File: src/rtl/wb_arbiter2.sv
// -----------------------------------------------------------------------------
// wb_arbiter2
//
// Two-master Wishbone arbiter placed in front of the user-project address
// decoder. Master 0 is the management CPU and master 1 is the DMA engine.
// The bus is granted round-robin and the grant is held for the whole cyc
// period of the owner, so bursts and locked sequences are never split.
// Ack and read data are returned only to the granted master.
//
// Optional feature (compile-time macro WB_ARB_TIMEOUT_EN):
//   A watchdog terminates a strobe the decoder never acknowledges. It answers
//   the granted master with ack and 32'hDEAD_BEEF and pulses timeout_o. When
//   the macro is not defined there is no counter and timeout_o is tied low.
//
// Parameters
//   TIMEOUT   stalled strobe cycles before forced termination (2..1023)
//
// Ports
//   wb_clk_i               bus clock
//   wb_rst_i               synchronous, active-low reset
//   m0_cyc/stb/we/sel/adr/dat_i, m0_ack_o, m0_dat_o   CPU master port
//   m1_cyc/stb/we/sel/adr/dat_i, m1_ack_o, m1_dat_o   DMA master port
//   s_cyc/stb/we/sel/adr/dat_o                        towards the decoder
//   s_ack_i, s_dat_i                                  from the decoder
//   gnt_o                  one-hot grant: 01 = m0, 10 = m1, 00 = idle
//   timeout_o              one-cycle pulse on watchdog termination
// -----------------------------------------------------------------------------
module wb_arbiter2 #(
    parameter int unsigned TIMEOUT = 255
) (
    input  logic        wb_clk_i,
    input  logic        wb_rst_i,

    input  logic        m0_cyc_i,
    input  logic        m0_stb_i,
    input  logic        m0_we_i,
    input  logic [3:0]  m0_sel_i,
    input  logic [31:0] m0_adr_i,
    input  logic [31:0] m0_dat_i,
    output logic        m0_ack_o,
    output logic [31:0] m0_dat_o,

    input  logic        m1_cyc_i,
    input  logic        m1_stb_i,
    input  logic        m1_we_i,
    input  logic [3:0]  m1_sel_i,
    input  logic [31:0] m1_adr_i,
    input  logic [31:0] m1_dat_i,
    output logic        m1_ack_o,
    output logic [31:0] m1_dat_o,

    output logic        s_cyc_o,
    output logic        s_stb_o,
    output logic        s_we_o,
    output logic [3:0]  s_sel_o,
    output logic [31:0] s_adr_o,
    output logic [31:0] s_dat_o,
    input  logic        s_ack_i,
    input  logic [31:0] s_dat_i,

    output logic [1:0]  gnt_o,
    output logic        timeout_o
);

    // State encoding doubles as the one-hot grant vector.
    localparam logic [1:0]  IDLE = 2'b00;
    localparam logic [1:0]  GNT0 = 2'b01;
    localparam logic [1:0]  GNT1 = 2'b10;

    localparam logic [31:0] TIMEOUT_DATA = 32'hDEAD_BEEF;

    logic [1:0] state_r;
    logic [1:0] state_next_s;
    logic       last_r;
    logic       last_next_s;
    logic       stb_raw_s;   // granted master's strobe before watchdog forcing
    logic       tmo_s;       // watchdog fires in this cycle

    // Next-state: round-robin on a tie in IDLE, grant held while owner keeps cyc.
    always_comb begin
        state_next_s = state_r;
        case (state_r)
            IDLE: begin
                if (m0_cyc_i && m1_cyc_i) begin
                    state_next_s = last_r ? GNT0 : GNT1;
                end else if (m0_cyc_i) begin
                    state_next_s = GNT0;
                end else if (m1_cyc_i) begin
                    state_next_s = GNT1;
                end else begin
                    state_next_s = IDLE;
                end
            end
            GNT0: begin
                if (m0_cyc_i) begin
                    state_next_s = GNT0;
                end else if (m1_cyc_i) begin
                    state_next_s = GNT1;
                end else begin
                    state_next_s = IDLE;
                end
            end
            GNT1: begin
                if (m1_cyc_i) begin
                    state_next_s = GNT1;
                end else if (m0_cyc_i) begin
                    state_next_s = GNT0;
                end else begin
                    state_next_s = IDLE;
                end
            end
            default: begin
                state_next_s = IDLE;
            end
        endcase
    end

    // Remember the master entering (or keeping) the grant; unchanged on IDLE.
    always_comb begin
        case (state_next_s)
            GNT0:    last_next_s = 1'b0;
            GNT1:    last_next_s = 1'b1;
            default: last_next_s = last_r;
        endcase
    end

    // Grant state and round-robin pointer; reset gives m0 the first tie.
    always_ff @(posedge wb_clk_i) begin
        if (!wb_rst_i) begin
            state_r <= IDLE;
            last_r  <= 1'b1;
        end else begin
            state_r <= state_next_s;
            last_r  <= last_next_s;
        end
    end

    assign gnt_o = state_r;

    // Strobe of the granted master, used by the watchdog before forcing.
    always_comb begin
        case (state_r)
            GNT0:    stb_raw_s = m0_stb_i;
            GNT1:    stb_raw_s = m1_stb_i;
            default: stb_raw_s = 1'b0;
        endcase
    end

`ifdef WB_ARB_TIMEOUT_EN
    // Compare against TIMEOUT-1 so the termination lands on the TIMEOUT-th
    // stalled cycle, counting the first stalled cycle as number one.
    localparam logic [9:0] TIMEOUT_LAST = 10'(TIMEOUT - 1);

    logic [9:0] wd_cnt_r;
    logic [9:0] wd_cnt_next_s;
    logic       stall_s;

    // A genuine ack always has priority over the watchdog.
    assign stall_s = stb_raw_s & ~s_ack_i;
    assign tmo_s   = stall_s & (wd_cnt_r == TIMEOUT_LAST);

    // Watchdog count: restarts on grant change, ack, idle strobe or firing.
    always_comb begin
        if (state_next_s != state_r) begin
            wd_cnt_next_s = 10'd0;
        end else if (tmo_s) begin
            wd_cnt_next_s = 10'd0;
        end else if (stall_s) begin
            wd_cnt_next_s = wd_cnt_r + 10'd1;
        end else begin
            wd_cnt_next_s = 10'd0;
        end
    end

    // Watchdog counter register.
    always_ff @(posedge wb_clk_i) begin
        if (!wb_rst_i) begin
            wd_cnt_r <= 10'd0;
        end else begin
            wd_cnt_r <= wd_cnt_next_s;
        end
    end
`else
    assign tmo_s = 1'b0;
`endif

    assign timeout_o = tmo_s;

    // Slave-side mux and return path; everything is zero outside the owner.
    always_comb begin
        s_cyc_o  = 1'b0;
        s_stb_o  = 1'b0;
        s_we_o   = 1'b0;
        s_sel_o  = 4'h0;
        s_adr_o  = 32'h0;
        s_dat_o  = 32'h0;
        m0_ack_o = 1'b0;
        m0_dat_o = 32'h0;
        m1_ack_o = 1'b0;
        m1_dat_o = 32'h0;
        case (state_r)
            GNT0: begin
                s_cyc_o  = m0_cyc_i & ~tmo_s;
                s_stb_o  = m0_stb_i & ~tmo_s;
                s_we_o   = m0_we_i;
                s_sel_o  = m0_sel_i;
                s_adr_o  = m0_adr_i;
                s_dat_o  = m0_dat_i;
                m0_ack_o = s_ack_i | tmo_s;
                if (tmo_s) begin
                    m0_dat_o = TIMEOUT_DATA;
                end else begin
                    m0_dat_o = s_dat_i;
                end
            end
            GNT1: begin
                s_cyc_o  = m1_cyc_i & ~tmo_s;
                s_stb_o  = m1_stb_i & ~tmo_s;
                s_we_o   = m1_we_i;
                s_sel_o  = m1_sel_i;
                s_adr_o  = m1_adr_i;
                s_dat_o  = m1_dat_i;
                m1_ack_o = s_ack_i | tmo_s;
                if (tmo_s) begin
                    m1_dat_o = TIMEOUT_DATA;
                end else begin
                    m1_dat_o = s_dat_i;
                end
            end
            default: begin
                s_cyc_o = 1'b0;
            end
        endcase
    end

endmodule

File: config.mk
export PLATFORM = sky130hd
export DESIGN_NAME = wb_arbiter2
export DESIGN_NICKNAME = d
export VERILOG_FILES = /design/src/rtl/wb_arbiter2.sv
export SDC_FILE = /design/constraint.sdc
export NUM_CORES = 1
export LEC_CHECK = 0
export BUFFER_PORTS_ARGS = -buffer_cell sky130_fd_sc_hd__buf_2
export CAP_MARGIN = 5
export CORE_AREA = 5 5 120 122
export DETAILED_ROUTE_END_ITERATION = 6
export DIE_AREA = 0 0 125 127
export GPL_TIMING_DRIVEN = 1
export PLACE_DENSITY_LB_ADDON = 0.1
export SLEW_MARGIN = 20
export SYNTH_ARGS = -nofsm -noshare
export SYNTH_HDL_FRONTEND = slang
export SYNTH_SLANG_ARGS = --single-unit
File: constraint.sdc
create_clock -name wb_clk_i -period 3.15 [get_ports wb_clk_i]
set_clock_uncertainty 0.1 [all_clocks]
set_input_delay 0.4725 -clock wb_clk_i [delete_from_list [all_inputs] [get_ports wb_clk_i]]
set_output_delay 0.4725 -clock wb_clk_i [all_outputs]
set_load 0.02 [all_outputs]
After elaboration in Yosys (flattened, before gate mapping) --
Cells that the tools add are included. Widths: inputs -> output; s select.
Word-level totals: bits of input ports 177, bits in registers 3, output and inout port bits 140, logic and storage cells 27
Operators by class: muxes and demuxes 18, equal/unequal tests 4, reductions and logical operators 3
Operators by type and width (number):
- $pmux 32 s2 | 2
- $mux 32 | 2
- $mux 2 | 5
- $pmux 1 s2 | 4
- $pmux 4 s2 | 1
- $pmux 2 s3 | 1
- $eq 2x1->1 const B | 2
- $eq 2x2->1 const B | 2
- $mux 1 | 3
- $logic_not 2->1 | 1
- $reduce_bool 2->1 | 1
- $logic_and 1x1->1 | 1

Depth between registers and ports, before layout --
depth in word-level cells 6, mapped depth 9, gate-level depth less buffers 7

Worst setup path after synthesis --
No wires, ideal clock.
path kind flip-flop to flip-flop, start point register state_r[0] (netlist: gnt_o[0]), end point register last_r, data required time 2935 ps, clock period less this slack 2111 ps, path slack 1039 ps, setup time 115 ps, stages on the path, launching flop included 10, path buffers 2, data arrival time 1896 ps, cells stage by stage dfxtp_1 inv_1 ha_1 buf_4 buf_4 nor3_1 a2111oi_2 ha_1 mux2i_1 nand2_1
Between the ends: cells in the longest elaborated chain, start to end 4, elaborated cells between the ends (all ways) 8, classes of those cells 4 x eq/ne; 2 x mux; 2 x reduce/logical
Ends and longest elaborated chain:
- start, declared | RTL line 72 | logic [1:0] state_r;
- start signal, assigned | RTL line 133 | state_r <= state_next_s;
- $eq 2x2->1, or another cell as far along | RTL line 82 | case (state_r)
- $pmux 2 s3 (*) | RTL line 82
- net state_next_s[1] | RTL line 73 | logic [1:0] state_next_s;
- $eq 2x2->1 or $eq 2x1->1 (tied branches) | RTL line 120 | case (state_next_s)
- $pmux 1 s2 or $reduce_bool 2->1 (tied branches)
- end signal, assigned | RTL line 134 | last_r <= last_next_s;
- end, declared | RTL line 74 | logic last_r;
The timed path passes the listed nets; every way through them passes the cells marked *. A chain may end at the register's enable or synchronous reset.

Worst setup path after layout --
start point register state_r[0] (netlist: gnt_o[0]), end point output port s_dat_o[11]
Between the ends: cells in the longest elaborated chain, start to end 2, elaborated cells between the ends (all ways) 3, classes of those cells 2 x eq/ne; 1 x mux
Ends and longest elaborated chain:
- $eq 2x2->1 or $eq 2x1->1 (tied branches) | RTL line 201 | case (state_r)
- $pmux 32 s2 (*) | RTL line 201
- end, declared | RTL line 57 | output logic [31:0] s_dat_o,
Mark *: on every way between the ends. The rest lies on a longest branch, timed or not.

==> results.txt <==
- The critical path is of the reg2out type.
* Startpoint types: register
* Number of cells in the design after placement: 730
- In this run, post-CTS repair resized a total of 0 instances.
- Final period util: 0.829
* Combined flip-flop and latch cell area: approximately 60 um^2
* Final critical-path required period: between 2 and 3 ns
- Headroom to the max-slew limit: 0.625
- At the later pin of the worst-skew pair, clock insertion delay measures between 0.2 and 0.25 ns.
* Starting utilization of the core area: 0.137
- Data arrives at the worst endpoint at slightly above 2 ns.
- Along the worst path, the maximum fanout reaches between 50 and 60.
- Summing all multi-input logic gate instances after layout gives between 1500 and 2000 um^2.
- Die height: 127 um
* DR DRC count: 0
* Global-route wire length before repair: ~16000 um
- Buffers inserted to repair hold after CTS numbered 0.
* Worst hold-check path type: in2reg
* R2r endpoint: last_r$_SDFFE_PN1P_
* Master cell of the clock root buffer: clkbuf_16
* Data required time of the critical path: around 2.6 ns
- Ratio of cells with drive above 1 in the final layout: 0.582
- Once layout is complete, the cells apart from fillers number around 740.
- Max rail drop VDD: 0.117 mV
- The routed design has 10800 um of wire.
* Endpoint of the worst hold-timing path: last_r$_SDFFE_PN1P_
- Reg2reg setup slack: between 0.8 and 0.9 ns
* Via Count: 3093
* Leakage: 1.99 nW
- TritonCTS built the clock tree.
- Net count after synthesis: 449
- Worst-path clk slew: 0.03 ns
- Hold_sp: wb_rst_i
- Total grt overflow: 0
- Yosys mapped a number of flops with a built-in enable equal to 0.
- Total of buffers placed on input and output ports: ~320
- Routed wire length per instance: about 15 um
* Core region area: around 13000 um^2
- Routability cong.: 0.910
- For the final routed database, the setup TNS stands at 0 ns.
- No sink is reached through more buffers than the 2 on the longest clock path.
- After synthesis, the most frequently instantiated cells are nor2b_1, a22oi_1, and2_1.
- Max Freq: around 380 MHz
* Reg-to-Reg Start: gnt_o[1]$_SDFF_PN0_
- Pwr Density: roughly 240 nW/um^2
- The worst setup path is captured at an output pin.
- The design draws ~0.9 mW.
- The tree built by TritonCTS fans out to 3 sinks.
* Mean post-synth cell area: 6.72 um^2
- between 300 and 400 I/O pins were placed.
- Number of buffers created by CTS: 3
- In this run the number of H-tree levels came out at 1.
- After floorplanning, the core was divided into 42 placement rows.
- Number of fill cells: between 1000 and 1500
* Initial antenna violation count: 2
* Detailed Routing Iterations Pass 1: 4
- Maximum number of pins on one net before global-route repair: 60
- Asr flop ratio synth: 0
- Warnings, synthesis: 0
- Max-cap violations in this run came to 0.
* Synthesized instance count: about 270
* Final Slew Violations: 0
- The worst hold path passes through 2 cells.
* Most area-hungry cell type in the Yosys netlist: a22oi_1
- After detailed routing, the number of vias per cell comes to roughly 4.2.
- Number of unique standard cell types used by synthesis: 21
* Hpwl dp: 9090 um
- After clock tree synthesis, the setup repair step added 0 buffers.
* Synth-to-layout area growth: 101%
- For this run, the register share of the synthesized area comes to 0.0334.
- Count of final hold-check violations: 0
- In this run, synthesis produced a sequential element count of 3.
* Final-report setup violation count: 0
* Yosys top cell area share: 0.297
- The net count of the finished layout is 741.
- After synthesis, the cell types taking the most area are a22oi_1, nor2b_1, and2_1.
- Most used DFF post-synth: dfxtp_1
* Starting DRC count in detailed routing: 80
- For the worst flop-to-flop path, the logic depth is 7.
- Run status: complete, no violations
- In this run the cell area of the synthesized design comes to ~1800 um^2.
* Worst-margin pin slew: roughly 0.56 ns
- The die covers approximately 16000 um^2.
* Most frequent cell after synthesis: nor2b_1
- The count of nets left with antenna violations once routing finished came out at 0.
* Tot GR Track Use: 0.122
* Via count of the first global-routing pass: 3104
- RSZ-0062 raised after global routing: no
- The floorplan step set the die width to between 100 and 150 um.
-- per-layer routing --
layer | GRT usage | vias up | routed length [um]
met1 | 0.121 | 1390 | 3700
li1 | - | 1507 | -
met3 | 0.0472 | 8 | 1180
met5 | 0 | - | 0
met2 | 0.237 | 188 | 5800
met4 | 0.0332 | 0 | 123
-- power by group --
group	switching, mW	total, mW	internal [mW]	leakage [nW]
clock	0.0347	0.202	0.167	0.0382
combinational	0.346	0.628	0.282	1.93
sequential	0.00535	0.0489	0.0435	0.0248
-- placed cells by master, fill, tap and decap left out --
master     Yosys  routed
a2111oi_2      1       1
nor2_1         1       1
clkbuf_1      14       1
diode_2        0       2
buf_12         0       3
nor2b_1       72      72
dfxtp_1        3       3
a211oi_1       2       2
nand3b_1       2       2
ha_1           5       3
nor3b_1        1       1
nand2b_1       2       2
mux2i_1        1       1
clkbuf_16      0       3
and2_1        66      66
inv_1          4       4
buf_2         13     315
buf_4          4       1
ha_4           0       2
nand2_1        1       1
nor3_1         1       1
conb_1         1       1
a2111o_1       1       1
a22oi_1       71      71
-- worst max-delay path, stage by stage, from the launching register on --
cell and delay (ns):
dfxtp_1 0.40, inv_1 0.12, ha_1 0.61, buf_12 0.27
nor2b_1 0.20, buf_2 0.19
-- registers in the layout (all words and copies together), names as in the netlist --
name,flops
last_r,1
gnt_o,2
-- worst max-delay path by stage --
| stage | from | end | slack, ns | cells past startpoint |
|---|---|---|---|---|
| after CTS | gnt_o[0]$_SDFF_PN0_ | s_dat_o[11] | 0.44 | 5 |
| after global placement | gnt_o[0]$_SDFF_PN0_ | s_dat_o[11] | 0.73 | 5 |
| after floorplan | gnt_o[0]$_SDFF_PN0_ | last_r$_SDFFE_PN1P_ | 1.04 | 9 |
| after detailed placement | gnt_o[1]$_SDFF_PN0_ | s_dat_o[11] | 0.68 | 5 |
| after global routing | gnt_o[0]$_SDFF_PN0_ | s_dat_o[11] | 0.27 | 5 |
| final | gnt_o[0]$_SDFF_PN0_ | s_dat_o[11] | 0.54 | 5 |
-- kinds of logic (layout without fill, tap and decap cells) --
group | Yosys count | count (layout) | share of synthesized area
AO/OA/AOI/OAI | 75 | 75 | 0.320
adder cells (fa/ha/maj) | 5 | 5 | 0.0348
buffers and inverters | 36 | 327 | 0.0969
flip-flops | 3 | 3 | 0.0335
multiplexers | 1 | 1 | 0.00558
other | 1 | 3 | 0.00209
AND/OR/NAND/NOR | 146 | 146 | 0.507
-- metrics by stage --
step	utilization	hold WS (ns)	instance area [um^2]	setup slack, ns
floorplan	-	0.358	1800	1.04
global placement	0.269	0.391	3530	0.735
detailed placement	0.269	0.399	3530	0.681
CTS	0.275	0.347	3600	0.439
global route	0.276	0.362	3610	0.274
finish	0.276	0.349	3610	0.537
-- area by class of cell --
| type | count | area share |
|---|---|---|
| clock buffer | 4 | 0.0218 |
| sequential | 3 | 0.0166 |
| antenna | 2 | 0.00139 |
| inverter | 4 | 0.00416 |
| timing repair buffer | 319 | 0.455 |
| multi-input combinational | 228 | 0.440 |
| tap | 176 | 0.0610 |
No activity file was read; power rests on OpenSTA's default activity.
